## src/rtl/memory_double_stage.sv

```systemverilog
// memory_double_stage: dual-issue memory stage serialising two lanes over one dcache port
package memory_double_stage_pkg;
  typedef enum logic [4:0] {
    OP_NOP, OP_ADD, OP_LB, OP_LBU, OP_LH, OP_LHU, OP_LW,
    OP_SB, OP_SH, OP_SW, OP_ERET, OP_MTC0
  } op_t;
  localparam logic [4:0] EXC_ADEL = 5'h04;
  localparam logic [4:0] EXC_ADES = 5'h05;
  typedef struct packed {
    logic        valid;
    logic [4:0]  id;
    logic [31:0] value;
  } reg_write_t;
  typedef struct packed {
    logic        valid;
    logic [4:0]  exccode;
    logic [31:0] badvaddr;
  } exception_t;
  typedef struct packed {
    op_t         op;
    logic [31:0] pc;
    reg_write_t  write_reg;
    logic [31:0] store_data;
    exception_t  exception;
  } write_single_context_t;
  localparam write_single_context_t CTX_NOP = '0;
endpackage

module memory_double_stage
  import memory_double_stage_pkg::*;
(
  input  logic                  clk,
  input  logic                  resetn,
  input  logic                  in_valid,
  output logic                  in_ready,
  input  write_single_context_t execute2memory_1,
  input  write_single_context_t execute2memory_2,
  input  logic                  flush,
  output logic                  dreq_valid,
  output logic [31:0]           dreq_addr,
  output logic [1:0]            dreq_size,
  output logic [3:0]            dreq_strobe,
  output logic [31:0]           dreq_data,
  input  logic                  dresp_addr_ok,
  input  logic                  dresp_data_ok,
  input  logic [31:0]           dresp_rdata,
  output write_single_context_t memory2write_1,
  output write_single_context_t memory2write_2
);
  typedef enum logic [2:0] {IDLE, REQ1, WAIT1, REQ2, WAIT2, DRAIN} state_t;

  function automatic logic is_load(op_t op);
    return op inside {OP_LB, OP_LBU, OP_LH, OP_LHU, OP_LW};
  endfunction

  function automatic logic is_store(op_t op);
    return op inside {OP_SB, OP_SH, OP_SW};
  endfunction

  function automatic logic [1:0] size_of(op_t op);
    return (op inside {OP_LW, OP_SW}) ? 2'd2 : (op inside {OP_LH, OP_LHU, OP_SH}) ? 2'd1 : 2'd0;
  endfunction

  // An exception already raised upstream takes precedence over alignment faults
  function automatic write_single_context_t align(write_single_context_t c);
    write_single_context_t r;
    logic [31:0] a;
    logic mis;
    r = c;
    a = c.write_reg.value;
    mis = (size_of(c.op) == 2'd2 && a[1:0] != 2'b00) || (size_of(c.op) == 2'd1 && a[0]);
    if (mis && !c.exception.valid) begin
      r.exception.valid = 1'b1;
      r.exception.exccode = is_store(c.op) ? EXC_ADES : EXC_ADEL;
      r.exception.badvaddr = a;
    end
    return r;
  endfunction

  function automatic logic [31:0] load_value(op_t op, logic [1:0] b, logic [31:0] d);
    logic [7:0] by;
    logic [15:0] hw;
    by = 8'(d >> {b, 3'b000});
    hw = b[1] ? d[31:16] : d[15:0];
    return (op == OP_LB) ? {{24{by[7]}}, by} :
           (op == OP_LBU) ? {24'b0, by} :
           (op == OP_LH) ? {{16{hw[15]}}, hw} :
           (op == OP_LHU) ? {16'b0, hw} : d;
  endfunction

  state_t r_state;
  write_single_context_t r_l1, r_l2;
  logic r_l2_live;

  write_single_context_t w_a1, w_a2, w_cur, w_fill;
  logic w_kill, w_go1, w_go2, w_req, w_lane1, w_accepted, w_done;

  assign w_a1  = align(execute2memory_1);
  assign w_kill = w_a1.exception.valid || execute2memory_1.op inside {OP_ERET, OP_MTC0};
  assign w_a2  = w_kill ? execute2memory_2 : align(execute2memory_2);
  assign w_go1 = (is_load(w_a1.op) || is_store(w_a1.op)) && !w_a1.exception.valid;
  assign w_go2 = !w_kill && (is_load(w_a2.op) || is_store(w_a2.op)) && !w_a2.exception.valid;

  assign w_req      = (r_state == REQ1) || (r_state == REQ2);
  assign w_lane1    = (r_state == REQ1) || (r_state == WAIT1);
  assign w_accepted = !w_req || dresp_addr_ok;
  assign w_done     = w_accepted && dresp_data_ok;
  assign w_cur      = w_lane1 ? r_l1 : r_l2;

  always_comb begin
    w_fill = w_cur;
    if (is_load(w_cur.op))
      w_fill.write_reg.value = load_value(w_cur.op, w_cur.write_reg.value[1:0], dresp_rdata);
  end

  assign in_ready    = (r_state == IDLE);
  assign dreq_valid  = w_req;
  assign dreq_addr   = w_cur.write_reg.value;
  assign dreq_size   = size_of(w_cur.op);
  assign dreq_strobe = (w_cur.op == OP_SW) ? 4'hf :
                       (w_cur.op == OP_SH) ? (w_cur.write_reg.value[1] ? 4'hc : 4'h3) :
                       (w_cur.op == OP_SB) ? 4'(4'b0001 << w_cur.write_reg.value[1:0]) : 4'h0;
  assign dreq_data   = (w_cur.op == OP_SB) ? {4{w_cur.store_data[7:0]}} :
                       (w_cur.op == OP_SH) ? {2{w_cur.store_data[15:0]}} : w_cur.store_data;

  // A flushed request the cache already accepted still owes a response, so it drains
  always_ff @(posedge clk or negedge resetn) begin
    if (!resetn) begin
      r_state <= IDLE;
      r_l1 <= CTX_NOP;
      r_l2 <= CTX_NOP;
      r_l2_live <= 1'b0;
      memory2write_1 <= CTX_NOP;
      memory2write_2 <= CTX_NOP;
    end else begin
      memory2write_1 <= CTX_NOP;
      memory2write_2 <= CTX_NOP;
      case (r_state)
        IDLE: if (!flush && in_valid) begin
          r_l1 <= w_a1;
          r_l2 <= w_a2;
          r_l2_live <= w_go2;
          if (w_go1) r_state <= REQ1;
          else if (w_go2) r_state <= REQ2;
          else begin
            memory2write_1 <= w_a1;
            memory2write_2 <= w_a2;
          end
        end
        REQ1, WAIT1, REQ2, WAIT2:
          if (flush) r_state <= (w_accepted && !dresp_data_ok) ? DRAIN : IDLE;
          else if (w_done && w_lane1 && r_l2_live) begin
            r_l1 <= w_fill;
            r_state <= REQ2;
          end else if (w_done) begin
            r_state <= IDLE;
            memory2write_1 <= w_lane1 ? w_fill : r_l1;
            memory2write_2 <= w_lane1 ? r_l2 : w_fill;
          end else if (w_req && dresp_addr_ok) r_state <= w_lane1 ? WAIT1 : WAIT2;
        DRAIN: if (dresp_data_ok) r_state <= IDLE;
        default: r_state <= IDLE;
      endcase
    end
  end
endmodule

```

## config.mk

```make
export PLATFORM = sky130hd
export DESIGN_NAME = memory_double_stage
export DESIGN_NICKNAME = d
export VERILOG_FILES = /design/src/rtl/memory_double_stage.sv
export SDC_FILE = /design/constraint.sdc
export NUM_CORES = 1
export LEC_CHECK = 0
export BUFFER_PORTS_ARGS = -buffer_cell sky130_fd_sc_hd__buf_4
export CORE_AREA = 2 2 265 267
export DETAILED_ROUTE_END_ITERATION = 8
export DIE_AREA = 0 0 267 269
export GPL_ROUTABILITY_DRIVEN = 0
export PLACE_DENSITY = 0.62
export REMOVE_ABC_BUFFERS = 1
export SYNTH_ARGS = -nofsm -noshare
export SYNTH_HDL_FRONTEND = slang
export SYNTH_SLANG_ARGS = --single-unit
```

## constraint.sdc

```tcl
create_clock -name clk -period 3 [get_ports clk]
set_input_delay 0.45 -clock clk [delete_from_list [all_inputs] [get_ports clk]]
set_output_delay 0.45 -clock clk [all_outputs]
set_load 0.03 [all_outputs]
```

==> impl_metrics.env <==
export IMPL_dpl_worst_slack_ns=0.103
export IMPL_crit_buf_inv=2
export IMPL_regToRegEndpoint="memory2write_2[81]$_DFF_PN0_"
export IMPL_synth_compound_area_share_pct=18.9
export IMPL_nNetsFinal=3676
export IMPL_synth_edf_count=0
export IMPL_min_period_ns=3.21
export IMPL_clock_sinks=584
export IMPL_crit_end="dreq_data[18]"
export IMPL_setup_viol=29
export IMPL_rsz0062_at_grt="yes"
export IMPL_grt_max_degree=80
export IMPL_syn_area_per_cell_um2=9.96
export IMPL_die_w_um=267
export IMPL_fin_total_pwr_mw=40.2
export IMPL_hpwl_um=73400
export IMPL_critPathMaxStageDelay_ns=0.47
export IMPL_cp_slowest_cell="dfrtp_2"
export IMPL_worst_slew_margin_rel_pct=23.2
export IMPL_leakage_nw=17.9
export IMPL_worst_ep_required_time_ns=2.55
export IMPL_startpoint_type="flop"
export IMPL_clk_path_buf_depth=3
export IMPL_status="finished with violations"
export IMPL_final_max_slew_violation_count=0
export IMPL_syn_inst=2662
export IMPL_yosysWarnings=0
export IMPL_yosys_area_share_simple_pct=15.0
export IMPL_viasPerCell=5.56
export IMPL_crit_type="reg2out"
export IMPL_maxCapViolCount=0
export IMPL_cp_depth=8
export IMPL_crit_fanout=8
export IMPL_arrival_ns=2.76
export IMPL_fmax_ghz=0.311
export IMPL_cts_inserted_buffers=67
export IMPL_vdd_drop_max_mv=0.760
export IMPL_startpoint="r_state[0]$_DFFE_PN0P_"
export IMPL_synth_top_family_by_area="compound AO/OA/AOI/OAI gates"
export IMPL_max_slew_worst_pin_slew_ns=1.15
export IMPL_setup_tns_ns=-4.02
export IMPL_whs_ns=0.0336
export IMPL_die_y_um=269
export IMPL_placed_area_um2=33100
export IMPL_drc_errors=0
export IMPL_hp_class="in2reg"
export IMPL_ys_seq_area_share_pct=55.1
export IMPL_synth_mux_area_share_pct=6.45
export IMPL_hold_viol=0
export IMPL_numPlacedInstances=4183
export IMPL_area_delta_synth_final_pct=36.2
export IMPL_critical_path_top_delay_family="multiplexers"
export IMPL_grt_usage_pct=28.7
export IMPL_reg2reg_depth=9
export IMPL_ys_flop_type="dfrtp_1"
export IMPL_dr_pass1_iters=7
export IMPL_cts_tree="yes"
export IMPL_avgRoutedWirePerCell_um=24.3
export IMPL_failed_checks="setup timing"
export IMPL_power_per_cell_area_nw_per_um2=1110
export IMPL_synth_fa_ha_area_share_pct=0.0378
export IMPL_finalWorstSetupSlack_ns=-0.214
export IMPL_first_iter_violations=2334
export IMPL_crit_chain="xnor2_4 -> nor2_4 -> mux2_4 -> and3_4 -> a21oi_4 -> buf_12 -> mux2i_2 -> buf_6"
export IMPL_start_util_pct=38.2
export IMPL_synth_xor_area_share_pct=0.241
export IMPL_end_kind="primary output"
export IMPL_antenna_found_initial=12
export IMPL_via_count=24200
export IMPL_ios=690
export IMPL_core_area_um2=69300
export IMPL_ys_ff_latch=584
export IMPL_drt_total_wl_um=106000
export IMPL_io_buffers=689
export IMPL_fin_util_pct=52.1
export IMPL_stdcell_area_um2=36100
export IMPL_cts_root_buf="clkbuf_16"
export IMPL_design_die_area_um2=71800
export IMPL_overflow=0
export IMPL_grt_pass1_wl_um=155000
export IMPL_clock_skew_ns=0.0289
export IMPL_stdcell_count=4348
export IMPL_period_share_pct=107
export IMPL_clkTransAtPathRegs_ns=0.06
export IMPL_cts_htree_levels=3
export IMPL_reg2reg_slack_ns=0.23
export IMPL_num_rows=97
export IMPL_fillCellCount=6206
export IMPL_ys_async_sr_fraction_pct=100
export IMPL_route_antenna_remaining_nets=0
export IMPL_synth_distinct_cells=88
export IMPL_netlist_area_um2=26500
export IMPL_grt_pass1_vias=24100
export IMPL_rr_startpoint="r_state[1]$_DFFE_PN0P_"
export IMPL_drive_gt1_share_pct=31.4
export IMPL_insertion_delay_ns=0.62
==> timing repair <==
| item | in CTS | in global routing |
|---|---|---|
| gates resized for setup | 92 | 21 |
| hold endpoints to repair | 64 | 0 |
| setup buffers | 25 | 5 |
| setup endpoints to repair | 43 | 32 |
| pin swaps | 11 | 13 |
| hold buffers | 4 | 0 |
| cloned | 3 | 1 |
==> synth_stat cells, drive strengths merged (19+ instances only) <==
master / number / area [µm²]
a21oi: 72 / 383
a22o: 94 / 823
a22oi: 69 / 518
a32o: 74 / 741
buf: 90 / 583
clkbuf: 121 / 455
dfrtp: 584 / 14600
mux2: 19 / 214
mux2i: 124 / 1270
nand2: 792 / 2980
nand3: 23 / 120
nor2: 94 / 363
o21a: 19 / 143
o21ai: 271 / 1440
==> cells in the final DEF, fill, tap and decap left out, types with 9 or more instances in the layout <==
cell type | netlist | routed
diode_2 | 0 | 9
nand3_1 | 22 | 21
mux2i_1 | 121 | 111
a22o_1 | 94 | 94
a22oi_1 | 69 | 69
a32o_1 | 74 | 74
a2bb2oi_1 | 10 | 9
inv_1 | 18 | 11
buf_6 | 19 | 12
o21ai_1 | 82 | 85
o22ai_1 | 10 | 10
o21ai_0 | 167 | 162
nor2_2 | 1 | 9
mux2i_4 | 2 | 10
clkbuf_1 | 120 | 23
dfrtp_1 | 584 | 581
a221o_1 | 16 | 16
buf_4 | 10 | 770
nand2b_1 | 14 | 13
clkinv_2 | 0 | 9
buf_12 | 0 | 34
o21a_1 | 19 | 19
nor2_1 | 92 | 75
mux4_2 | 10 | 10
nand2_1 | 791 | 786
o21ai_2 | 22 | 23
a211oi_1 | 11 | 11
a21oi_1 | 68 | 67
mux2_2 | 19 | 18
a21o_1 | 10 | 10
nor2_4 | 1 | 10
clkbuf_16 | 0 | 68
==> layout make-up <==
class	instances	area [µm²]	share of cell area [%]
Timing Repair Buffer	828	6840	18.9
Tap cell	940	1180	3.26
Clock buffer	97	1860	5.15
Inverter	18	70.1	0.194
Multi-Input combinational cell	1849	11200	31.1
Clock inverter	23	303	0.839
Sequential cell	584	14600	40.5
Antenna cell	9	22.5	0.0624
==> metal layers <==
| layer | track usage [%] | share of wire (%) | up-vias |
|---|---|---|---|
| met5 | 0 | 0.024 | - |
| met4 | 12.4 | 3.9 | 6 |
| met3 | 8.10 | 9.3 | 240 |
| met2 | 47.3 | 49 | 1217 |
| met1 | 35.4 | 38 | 12000 |
| li1 | - | - | 10700 |
==> cells by family (layout without fill, tap and decap cells) <==
family          Yosys count  in the layout
fa+ha+maj                 1              1
simple gates            982            982
mux                     153            153
other cells               0              9
flops                   584            584
compound gates          710            710
buf+inv                 229            966
xor+xnor                  3              3
==> worst min path at each step <==
| stage | from | to | cells after the start |
|---|---|---|---|
| after floorplan | resetn | memory2write_1[0]$_DFF_PN0_ | 0 |
| after global placement | r_l1[138]$_DFFE_PN0P_ | r_l1[138]$_DFFE_PN0P_ | 2 |
| after detailed placement | r_l1[106]$_DFFE_PN0P_ | r_l1[106]$_DFFE_PN0P_ | 2 |
| after CTS | execute2memory_2[67] | r_l2[67]$_DFFE_PN0P_ | 3 |
| after global routing | execute2memory_2[53] | r_l2[53]$_DFFE_PN0P_ | 3 |
| final | execute2memory_1[125] | r_l1[125]$_DFFE_PN0P_ | 3 |
==> worst register-to-register path, cell delays in order, from the launching register on <==
cell	delay (ns)
dfrtp_2	0.48
xor2_4	0.23
nand2_4	0.15
buf_4	0.17
bufbuf_16	0.37
mux2i_1	0.22
buf_4	0.25
nand3_1	0.43
a21oi_1	0.28
a221o_1	0.14
==> power breakdown <==
group,internal [mW],switching [mW]
clock network,4.72,3.49
logic,7.42,12.3
registers,10.5,1.81
==> state kept, by name, indices dropped and copies added (netlist names) <==
register,cells
memory2write_1,145
memory2write_2,145
r_l1,145
r_l2,145
r_l2_live,1
r_state,3
No activity file was read; power rests on OpenSTA's default activity.
